$ cat config.mk
export PLATFORM = sky130hd
export DESIGN_NAME = mid_price_sampler
export DESIGN_NICKNAME = d
export VERILOG_FILES = /design/src/rtl/hft_pkg.sv /design/src/rtl/window_ptr.sv /design/src/rtl/mid_price_sampler.sv
export SDC_FILE = /design/constraint.sdc
export NUM_CORES = 1
export LEC_CHECK = 0
export ABC_AREA = 1
export CORE_AREA = 2 2 199 201
export DETAILED_ROUTE_END_ITERATION = 16
export DIE_AREA = 0 0 201 203
export GPL_TIMING_DRIVEN = 0
export MAX_ROUTING_LAYER = met4
export PLACE_DENSITY = 0.7
export RECOVER_POWER = 25
export SLEW_MARGIN = 20
export SYNTH_ARGS = -nofsm -noshare
export SYNTH_HDL_FRONTEND = slang
export SYNTH_SLANG_ARGS = --single-unit
$ cat constraint.sdc
create_clock -name i_clk -period 10.12 [get_ports i_clk]
set_input_delay 2.024 -clock i_clk [delete_from_list [all_inputs] [get_ports i_clk]]
set_output_delay 2.024 -clock i_clk [all_outputs]
set_load 0.01 [all_outputs]
$ cat src/rtl/hft_pkg.sv
// Shared definitions for the market-data sampling blocks.
package hft_pkg;

  localparam int unsigned DATA_WIDTH_DEF  = 32;
  localparam int unsigned BUFFER_SIZE_DEF = 20;
  localparam int unsigned NUM_STOCKS_DEF  = 4;

  typedef enum logic {
    SIDE_BID = 1'b0,
    SIDE_ASK = 1'b1
  } side_t;

endpackage

$ cat src/rtl/window_ptr.sv
// Per-stock circular write pointer and saturating sample count for the window.
module window_ptr #(
  parameter int unsigned BUFFER_SIZE = 20,
  parameter int unsigned PTR_W       = 5,
  parameter int unsigned CNT_W       = 5
) (
  input  logic             i_clk,
  input  logic             i_reset_n,
  input  logic             advance,
  input  logic             clear,
  output logic [PTR_W-1:0] wr_ptr,
  output logic [CNT_W-1:0] count
);

  // Clear beats advance; pointer wraps at the last slot, count saturates at the depth.
  always_ff @(posedge i_clk) begin
    if (!i_reset_n) begin
      wr_ptr <= '0;
      count  <= '0;
    end else if (clear) begin
      wr_ptr <= '0;
      count  <= '0;
    end else if (advance) begin
      wr_ptr <= (wr_ptr == PTR_W'(BUFFER_SIZE - 1)) ? '0 : wr_ptr + PTR_W'(1);
      if (count != CNT_W'(BUFFER_SIZE)) begin
        count <= count + CNT_W'(1);
      end
    end
  end

endmodule

$ cat src/rtl/mid_price_sampler.sv
// Tracks top-of-book per stock and emits a sample whenever a valid, uncrossed
// book changes, together with its slot in the per-stock sample window.
module mid_price_sampler
  import hft_pkg::*;
#(
  parameter int unsigned DATA_WIDTH  = DATA_WIDTH_DEF,
  parameter int unsigned BUFFER_SIZE = BUFFER_SIZE_DEF,
  parameter int unsigned NUM_STOCKS  = NUM_STOCKS_DEF
) (
  input  logic                                        i_clk,
  input  logic                                        i_reset_n,
  input  logic                                        i_upd_valid,
  input  logic [$clog2(NUM_STOCKS)-1:0]               i_upd_stock_id,
  input  logic                                        i_upd_side,
  input  logic [DATA_WIDTH-1:0]                       i_upd_price,
  input  logic                                        i_upd_empty,
  input  logic                                        i_win_clear,
  output logic                                        o_valid,
  output logic [$clog2(NUM_STOCKS)-1:0]               o_stock_id,
  output logic [DATA_WIDTH-1:0]                       o_best_bid,
  output logic [DATA_WIDTH-1:0]                       o_best_ask,
  output logic [$clog2(NUM_STOCKS*BUFFER_SIZE)-1:0]   o_write_address,
  output logic                                        o_window_full,
  output logic                                        o_crossed
);

  localparam int unsigned ID_W   = $clog2(NUM_STOCKS);
  localparam int unsigned ADDR_W = $clog2(NUM_STOCKS * BUFFER_SIZE);
  localparam int unsigned PTR_W  = (BUFFER_SIZE > 1) ? $clog2(BUFFER_SIZE) : 1;
  localparam int unsigned CNT_W  = $clog2(BUFFER_SIZE + 1);

  logic [DATA_WIDTH-1:0] bid_q    [NUM_STOCKS];
  logic [DATA_WIDTH-1:0] ask_q    [NUM_STOCKS];
  logic                  bid_ok_q [NUM_STOCKS];
  logic                  ask_ok_q [NUM_STOCKS];
  logic [PTR_W-1:0]      wr_ptr   [NUM_STOCKS];
  logic [CNT_W-1:0]      count    [NUM_STOCKS];

  side_t                 upd_side;
  logic [DATA_WIDTH-1:0] nxt_bid;
  logic [DATA_WIDTH-1:0] nxt_ask;
  logic                  nxt_bid_ok;
  logic                  nxt_ask_ok;
  logic                  changed;
  logic                  sample_c;
  logic                  crossed_c;
  logic [ADDR_W-1:0]     addr_c;
  logic                  full_c;

  assign upd_side = side_t'(i_upd_side);

  // Post-update view of the addressed stock's book and the sample/cross decision.
  always_comb begin
    nxt_bid    = bid_q[i_upd_stock_id];
    nxt_ask    = ask_q[i_upd_stock_id];
    nxt_bid_ok = bid_ok_q[i_upd_stock_id];
    nxt_ask_ok = ask_ok_q[i_upd_stock_id];
    changed    = 1'b0;
    sample_c   = 1'b0;
    crossed_c  = 1'b0;
    if (i_upd_valid) begin
      if (upd_side == SIDE_BID) begin
        changed    = (i_upd_price != bid_q[i_upd_stock_id]) || !bid_ok_q[i_upd_stock_id];
        nxt_bid_ok = !i_upd_empty;
        if (!i_upd_empty) nxt_bid = i_upd_price;
      end else begin
        changed    = (i_upd_price != ask_q[i_upd_stock_id]) || !ask_ok_q[i_upd_stock_id];
        nxt_ask_ok = !i_upd_empty;
        if (!i_upd_empty) nxt_ask = i_upd_price;
      end
      if (!i_upd_empty && nxt_bid_ok && nxt_ask_ok) begin
        crossed_c = (nxt_bid >= nxt_ask);
        sample_c  = (nxt_bid < nxt_ask) && changed && !i_win_clear;
      end
    end
  end

  // Slot address from the pre-increment pointer; full if this sample fills the window.
  always_comb begin
    addr_c = ADDR_W'(i_upd_stock_id) * ADDR_W'(BUFFER_SIZE) + ADDR_W'(wr_ptr[i_upd_stock_id]);
    full_c = (count[i_upd_stock_id] >= CNT_W'(BUFFER_SIZE - 1));
  end

  // Per-stock book storage; prices are kept even when the update is crossed or cleared.
  always_ff @(posedge i_clk) begin
    if (!i_reset_n) begin
      for (int s = 0; s < NUM_STOCKS; s++) begin
        bid_q[s]    <= '0;
        ask_q[s]    <= '0;
        bid_ok_q[s] <= 1'b0;
        ask_ok_q[s] <= 1'b0;
      end
    end else if (i_upd_valid) begin
      bid_q[i_upd_stock_id]    <= nxt_bid;
      ask_q[i_upd_stock_id]    <= nxt_ask;
      bid_ok_q[i_upd_stock_id] <= nxt_bid_ok;
      ask_ok_q[i_upd_stock_id] <= nxt_ask_ok;
    end
  end

  // One window pointer per stock.
  for (genvar s = 0; s < NUM_STOCKS; s++) begin : g_win
    window_ptr #(
      .BUFFER_SIZE (BUFFER_SIZE),
      .PTR_W       (PTR_W),
      .CNT_W       (CNT_W)
    ) u_window_ptr (
      .i_clk     (i_clk),
      .i_reset_n (i_reset_n),
      .advance   (sample_c && (i_upd_stock_id == ID_W'(s))),
      .clear     (i_win_clear && (i_upd_stock_id == ID_W'(s))),
      .wr_ptr    (wr_ptr[s]),
      .count     (count[s])
    );
  end

  // Registered outputs: strobes every cycle, sample fields only on a new sample.
  always_ff @(posedge i_clk) begin
    if (!i_reset_n) begin
      o_valid         <= 1'b0;
      o_crossed       <= 1'b0;
      o_stock_id      <= '0;
      o_best_bid      <= '0;
      o_best_ask      <= '0;
      o_write_address <= '0;
      o_window_full   <= 1'b0;
    end else begin
      o_valid   <= sample_c;
      o_crossed <= crossed_c;
      if (sample_c) begin
        o_stock_id      <= i_upd_stock_id;
        o_best_bid      <= nxt_bid;
        o_best_ask      <= nxt_ask;
        o_write_address <= addr_c;
        o_window_full   <= full_c;
      end
    end
  end

endmodule

# Yosys cells after proc, flatten, opt, wreduce, memory -nomap -nowiden
# Memories as Yosys holds them, arrays and structs flattened.
# Cells that the tools add are included.
[classes] eq_ne=13 bitwise_logic=2 magnitude_cmp=4 multipliers=1 n_mux=44 reduce_logical=32 n_addsub=9
[op_table] op="$mux 32" n=10
[op_table] op="$ne 32x32->1" n=2
[op_table] op="$reduce_or 32->1" n=2
[op_table] op="$add 5x1->5 const B" n=8
[op_table] op="$mux 5" n=8
[op_table] op="$ge 32x32->1" n=1
[op_table] op="$lt 32x32->1" n=1
[op_table] op="$bmux 5 s2" n=2
[op_table] op="$eq 5x5->1 const B" n=4
[op_table] op="$mux 1" n=20
[op_table] op="$ne 5x5->1 const B" n=4
[op_table] op="$logic_and 1x1->1" n=12
[op_table] op="$mux 2" n=4
[op_table] op="$reduce_and 2->1" n=4
[op_table] op="$reduce_or 2->1" n=4
[op_table] op="$add 7x5->7" n=1
[op_table] op="$ge 5x5->1 const B" n=1
[op_table] op="$mul 2x3->5 const B" n=1
[op_table] op="$eq 2x2->1 const B" n=2
[op_table] op="$logic_not 1->1" n=4
[op_table] op="$ge 3x3->1 const B" n=1
[op_table] op="$not 2->3" n=1
[op_table] op="$reduce_and 3->1" n=1
[op_table] op="$eq 2x1->1 const B" n=1
[op_table] op="4 further kinds" n=6
[word_totals] mem_count=4 regBits=116 out_inout_bits=76 mem_bits_rw=264 inputBits=40
[memory_table] name="ask_q" words=4 width=32 read_ports=1 rd_clocked_by_memory_dff=0 write_ports=4 line_no="mid_price_sampler.sv:33" rtl="logic [DATA_WIDTH-1:0] ask_q [NUM_STOCKS];"
[memory_table] name="bid_q" words=4 width=32 read_ports=1 rd_clocked_by_memory_dff=0 write_ports=4 line_no="mid_price_sampler.sv:32" rtl="logic [DATA_WIDTH-1:0] bid_q [NUM_STOCKS];"
[memory_table] name="ask_ok_q" words=4 width=1 read_ports=1 rd_clocked_by_memory_dff=0 write_ports=4 line_no="mid_price_sampler.sv:35" rtl="logic ask_ok_q [NUM_STOCKS];"
[memory_table] name="bid_ok_q" words=4 width=1 read_ports=1 rd_clocked_by_memory_dff=0 write_ports=4 line_no="mid_price_sampler.sv:34" rtl="logic bid_ok_q [NUM_STOCKS];"

# Depth between registers and ports, before layout
# An unclocked memory read counts as a cell.
[logic_depth] word_depth=11 ltp_mapped=28 mapped_depth_nobuf=25

# Hierarchy
# From an unflattened synthesis, not the netlist that was laid out.
[unflattened] hier_cells=2611 hier_area_um2=20254.4
[by_module_without_submodules] module="mid_price_sampler" area_per_inst_um2=17927.2 seq_area_each_um2=9389.0 instances=1 cells_per_inst=2287
[by_module_without_submodules] module="window_ptr" area_per_inst_um2=581.8 seq_area_each_um2=200.2 instances=4 cells_per_inst=81

# Least setup slack after synthesis
# OpenSTA, ideal clock, no wires.
[synth_path] kind="input to register" startpoint="input port i_upd_stock_id[1]" endpoint="memory ask_ok_q[3] (enable)" required_ns=9.539 t_arrival_ns=7.067 cell_stages=4 setup_ns=0.581 setup_slack_ns=2.472 cell_sequence="buf_4 nand2_4 buf_2 o21ai_0"
[synth_rtl] element="start: declaration" line_no="mid_price_sampler.sv:13" rtl="input logic [$clog2(NUM_STOCKS)-1:0] i_upd_stock_id,"
[synth_rtl] element="end: declaration" line_no="mid_price_sampler.sv:35"

# Worst setup path after layout
[layout_path] startpoint="input port i_upd_stock_id[1]" endpoint="register o_best_ask[24]"
[layout_via] elab_chain_cells=9
[layout_lines] element="$mem_v2 4x32, or another cell as far along"
[layout_lines] element="$mux 32, or another cell as far along" line_no="mid_price_sampler.sv:65" rtl="if (!i_upd_empty) nxt_bid = i_upd_price;"
[layout_lines] element="$mux 32, or another cell as far along" line_no="mid_price_sampler.sv:62" rtl="if (upd_side == SIDE_BID) begin"
[layout_lines] element="$mux 32 or $mux 1 (tied branches)" line_no="mid_price_sampler.sv:61, mid_price_sampler.sv:62"
[layout_lines] element="$lt 32x32->1 or $mux 1 (tied branches)" line_no="mid_price_sampler.sv:73, mid_price_sampler.sv:61"
[layout_lines] element="$logic_and 1x1->1 (2 in series)" line_no="mid_price_sampler.sv:73" rtl="sample_c = (nxt_bid < nxt_ask) && changed && !i_win_clear;"
[layout_lines] element="$mux 1" line_no="mid_price_sampler.sv:71" rtl="if (!i_upd_empty && nxt_bid_ok && nxt_ask_ok) begin"
[layout_lines] element="$mux 1" line_no="mid_price_sampler.sv:61" rtl="if (i_upd_valid) begin"
[layout_lines] element="end signal: assignment" line_no="mid_price_sampler.sv:133" rtl="o_best_ask <= nxt_ask;"
[layout_lines] element="end: declaration" line_no="mid_price_sampler.sv:21" rtl="output logic [DATA_WIDTH-1:0] o_best_ask,"
# Several ways; a longest one is shown, not always the timed one. The select of a mux whose other input is x is not followed.
# A chain may end at the register's enable or synchronous reset.

==> results.sh <==
export IMPL_initial_utilization_pct=51.7
export IMPL_critical_path_reg2reg_startpoint="ask_q[3][31]"
export IMPL_synth_async_reset_ratio_pct=0
export IMPL_cells_traversed_along_the_worst_timing_path="dlygate4sd3_1, clkbuf_1, clkinvlp_2, nor2_1, clkbuf_1, a21oi_1, nand2_1, nand2_1, o21ai_0, inv_1, ha_1, nand2_1, inv_1, nand4_1, nor4_1, nand2_1, nand2_1, nor2_1, o21ai_1, nor2_2, buf_4, buf_2, nand2_1, a21oi_1"
export IMPL_dp_hpwl_um=56200
export IMPL_first_iter_violations=2356
export IMPL_slowest_cell_on_the_critical_path="sky130_fd_sc_hd__clkbuf_1"
export IMPL_top_cell_family_by_delay_on_the_critical_path="buffers and inverters"
export IMPL_filler_cell_count=3612
export IMPL_drt_pre_antenna_iters=8
export IMPL_first_global_vias=18155
export IMPL_internal_power_mw=2.72
export IMPL_leakage_nw=9.85
export IMPL_num_nets_final=2817
export IMPL_fin_crit_sh_pct=83.5
export IMPL_timing_worst_setup_path_type="in2reg"
export IMPL_cpMostUsedCell="sky130_fd_sc_hd__nand2_1"
export IMPL_netlist_area_before_placement_um2=19900
export IMPL_cts_sinks=380
export IMPL_via_per_inst=5.87
export IMPL_cts_repair_resize_count=0
export IMPL_r2r_slack_ps=5880
export IMPL_path_max_fanout=10
export IMPL_insertion_delay_ps=590
export IMPL_yosys_warnings=0
export IMPL_final_setup_violating_endpoints=0
export IMPL_worst_endpoint_required_ps=10570
export IMPL_finalWeightedCongestion=1.03
export IMPL_yosys_area_top_type="sky130_fd_sc_hd__edfxtp_1"
export IMPL_ir_drop_uv=132
export IMPL_number_of_antenna_violations_at_the_first_check_in_global_routing=1
export IMPL_post_synth_top_count_cell="sky130_fd_sc_hd__nand2_1"
export IMPL_synthesized_instance_count=2563
export IMPL_tritoncts="built"
export IMPL_critical_path_n_buffers_inverters=8
export IMPL_cts_hold_buffers_added=0
export IMPL_final_max_slew_violation_count=15
export IMPL_seqPwrFrac_pct=45.6
export IMPL_critPathArrivalTime_ps=8900
export IMPL_drc_errors=0
export IMPL_die_area_um2=40800
export IMPL_synth_top_cells_by_area="sky130_fd_sc_hd__edfxtp_1 39%, sky130_fd_sc_hd__nand2_1 17%, sky130_fd_sc_hd__dfxtp_1 12%"
export IMPL_class_of_the_tightest_hold_or_removal_check="reg2reg"
export IMPL_routed_wire_length_per_instance_um=24.2
export IMPL_ys_ff_latch=380
export IMPL_max_clock_path_buffers=3
export IMPL_final_instance_count_excl_fill=3283
export IMPL_yosysSeqAreaShare_pct=51.2
export IMPL_synth_top_cell_area_share_pct=38.9
export IMPL_achievable_frequency_ghz=0.118
export IMPL_cts_root_buf="sky130_fd_sc_hd__clkbuf_16"
export IMPL_post_synth_most_frequent_cells="878 x sky130_fd_sc_hd__nand2_1, 380 x sky130_fd_sc_hd__nor2_1, 258 x sky130_fd_sc_hd__edfxtp_1, 201 x sky130_fd_sc_hd__inv_1, 164 x sky130_fd_sc_hd__o21ai_0"
export IMPL_finalInstanceArea_um2=23100
export IMPL_cts_clk_pin_slew_worst_paths_ps=60
export IMPL_fraction_of_power_spent_switching_nets_pct=28.5
export IMPL_avgSynthCellArea_um2=7.76
export IMPL_hold_viol=0
export IMPL_comb_power_share_pct=14.1
export IMPL_cap_viol_max_count=1
export IMPL_count_of_distinct_cell_types_in_the_synthesized_netlist=40
export IMPL_max_slew_margin_pct=-71.8
export IMPL_outcome="complete, but fails checks"
export IMPL_flow_area_growth_from_synthesis_pct=16.3
export IMPL_critical_path_startpoint_type="input port"
export IMPL_post_synthesis_net_count=2651
export IMPL_cp_slowest_stage_delay_ps=860
export IMPL_io_pins=116
export IMPL_dp_cells=3202
export IMPL_routed_via_count=19265
export IMPL_die_height_um=203
export IMPL_hold_end="o_write_address[2]"
export IMPL_drive_above_1_share_pct=4.49
export IMPL_number_of_buffers_inserted_during_clock_tree_synthesis=43
export IMPL_route_final_wire_length_um=79400
export IMPL_timing_worst_slew_pin_value_ps=2550
export IMPL_final_min_clock_period_ps=8450
export IMPL_place_port_buffers=114
export IMPL_rsz_0062_raised_after_global_routing="no"
export IMPL_finClkSkew_ps=28.2
export IMPL_worstSetupEndpointType="register"
export IMPL_clock_power_share_pct=40.3
export IMPL_postSynth_topFlopCell="sky130_fd_sc_hd__edfxtp_1"
export IMPL_fp_row_count=72
export IMPL_worstHoldStart="o_write_address[2]"
export IMPL_r2r_cells=21
export IMPL_core_box_area_um2=38500
export IMPL_track_usage_pct=39.8
export IMPL_cellPowerDensity_nw_per_um2=165
export IMPL_dpl_cell_area_um2=21900
export IMPL_violations="capacitance limit, slew limit"
export IMPL_wire_length_of_the_first_global_routing_pass_um=115000
export IMPL_p_sw_mw=1.09
export IMPL_min_delay_path_depth=2
export IMPL_htree_num_levels=2
export IMPL_crit_reg2reg_capture="o_best_ask[24]"
export IMPL_overflow=0
export IMPL_largest_net_degree_at_the_start_of_global_routing=42
export IMPL_total_power_mw=3.81
export IMPL_synth_edff_count=258
export IMPL_width_of_the_chip_um=201
export IMPL_cts_setup_buffers=0
export IMPL_drt_antenna_violating_nets=0
[worst max-delay path by stage]
stage / cells past startpoint / slack [ps] / start / to
after CTS: 23 / 3320 / i_upd_stock_id[1] / o_best_ask[24]
final: 24 / 1670 / i_upd_stock_id[1] / o_best_ask[24]
after global placement: 4 / -3020 / i_upd_valid / ask_q[3][7]
after detailed placement: 23 / 2730 / i_upd_stock_id[1] / o_best_ask[24]
after floorplan: 4 / 2470 / i_upd_stock_id[1] / ask_ok_q[3]
after global routing: 24 / 1710 / i_upd_stock_id[1] / o_best_ask[24]
[power by group through the flow]
stage / Sequential (mW) / Clock (mW) / Combinational [mW]
6_report: 1.74 / 1.54 / 0.538
3_3_place_gp: 1.78 / 0 / 0.503
4_1_cts: 1.74 / 1.54 / 0.524
2_1_floorplan: 1.77 / 0 / 0.299
3_5_place_dp: 1.77 / 0 / 0.520
5_1_grt: 1.74 / 1.59 / 0.575
[area by class of cell]
cell class,count,area (um^2),share of cell area [%]
antenna,1,2.50,0.0108
timing repair buffer,121,1280,5.52
buffer,125,619,2.68
clock inverter,18,159,0.686
sequential,380,10200,44.0
clock buffer,62,1190,5.14
tap,518,648,2.80
multi-input combinational,1850,8280,35.8
inverter,208,783,3.38
[cell usage in the layout (no fill, tap or decap), types with 4 or more instances in the layout]
| cell type | count |
|---|---|
| sky130_fd_sc_hd__o21a_1 | 5 |
| sky130_fd_sc_hd__edfxtp_1 | 258 |
| sky130_fd_sc_hd__clkbuf_16 | 44 |
| sky130_fd_sc_hd__nand3_1 | 119 |
| sky130_fd_sc_hd__inv_1 | 202 |
| sky130_fd_sc_hd__nor3_1 | 4 |
| sky130_fd_sc_hd__a21oi_1 | 150 |
| sky130_fd_sc_hd__nand2_4 | 4 |
| sky130_fd_sc_hd__buf_16 | 4 |
| sky130_fd_sc_hd__dfxtp_1 | 122 |
| sky130_fd_sc_hd__o21ai_1 | 7 |
| sky130_fd_sc_hd__nand4_1 | 38 |
| sky130_fd_sc_hd__a22oi_1 | 11 |
| sky130_fd_sc_hd__buf_2 | 20 |
| sky130_fd_sc_hd__nand2_1 | 877 |
| sky130_fd_sc_hd__xor2_1 | 10 |
| sky130_fd_sc_hd__buf_6 | 12 |
| sky130_fd_sc_hd__dlygate4sd3_1 | 79 |
| sky130_fd_sc_hd__o21ai_0 | 164 |
| sky130_fd_sc_hd__buf_1 | 7 |
| sky130_fd_sc_hd__clkbuf_1 | 94 |
| sky130_fd_sc_hd__clkinv_2 | 9 |
| sky130_fd_sc_hd__clkinv_1 | 4 |
| sky130_fd_sc_hd__buf_4 | 9 |
| sky130_fd_sc_hd__ha_1 | 47 |
| sky130_fd_sc_hd__clkdlybuf4s50_1 | 35 |
| sky130_fd_sc_hd__nor2_1 | 382 |
| sky130_fd_sc_hd__o22ai_1 | 7 |
[registers in the layout, summed over array words and instances, names as in the netlist]
signal / flops
ask_ok_q: 4
ask_q: 128
bid_ok_q: 4
bid_q: 128
g_win.u_window_ptr.count: 20
g_win.u_window_ptr.wr_ptr: 20
o_best_ask: 32
o_best_bid: 32
o_crossed: 1
o_stock_id: 2
o_valid: 1
o_window_full: 1
o_write_address: 7
[metal layers]
layer / global-route usage (%) / up-vias / part of all wire (%)
met5: - / - / 0
met4: 23.3 / 0 / 6.5
met3: 7.53 / 285 / 12
met2: 61.3 / 1260 / 44
met1: 49.1 / 9042 / 37
li1: - / 8678 / -
[through the flow]
step / TNS [ps] / utilization (%) / setup WS (ps) / hold slack [ps]
2_1_floorplan: 0 / - / 2470 / 445
3_3_place_gp: -199110 / 56.4 / -3020 / 452
3_5_place_dp: 0 / 56.9 / 2730 / 454
4_1_cts: 0 / 60.4 / 3320 / 463
5_1_grt: 0 / 60.2 / 1710 / 476
6_report: 0 / 60.2 / 1670 / 459
[worst reg2reg max path: stages, from the launching register on]
cell and delay (ps):
sky130_fd_sc_hd__edfxtp_1 330, sky130_fd_sc_hd__nand2_1 50, sky130_fd_sc_hd__nand2_1 70, sky130_fd_sc_hd__nand2_1 70, sky130_fd_sc_hd__nand2_1 230, sky130_fd_sc_hd__nand2_1 80
sky130_fd_sc_hd__o21ai_0 100, sky130_fd_sc_hd__inv_1 180, sky130_fd_sc_hd__ha_1 350, sky130_fd_sc_hd__nand2_1 80, sky130_fd_sc_hd__nor2_1 130, sky130_fd_sc_hd__nand4_1 360
sky130_fd_sc_hd__nor4_1 670, sky130_fd_sc_hd__nand2_1 300, sky130_fd_sc_hd__nand2_1 120, sky130_fd_sc_hd__nor2_1 50, sky130_fd_sc_hd__o21ai_1 100, sky130_fd_sc_hd__nor2_2 90
sky130_fd_sc_hd__buf_4 210, sky130_fd_sc_hd__buf_2 260, sky130_fd_sc_hd__nand2_1 190, sky130_fd_sc_hd__a21oi_1 80
[kinds of logic after synthesis]
| group | share of synthesized area (%) |
|---|---|
| fa+ha+maj | 3.06 |
| compound gates | 9.36 |
| buf+inv | 7.14 |
| xor+xnor | 0.484 |
| flops | 51.2 |
| simple gates | 28.7 |
Note: power is estimated with default switching activity, not from simulation.
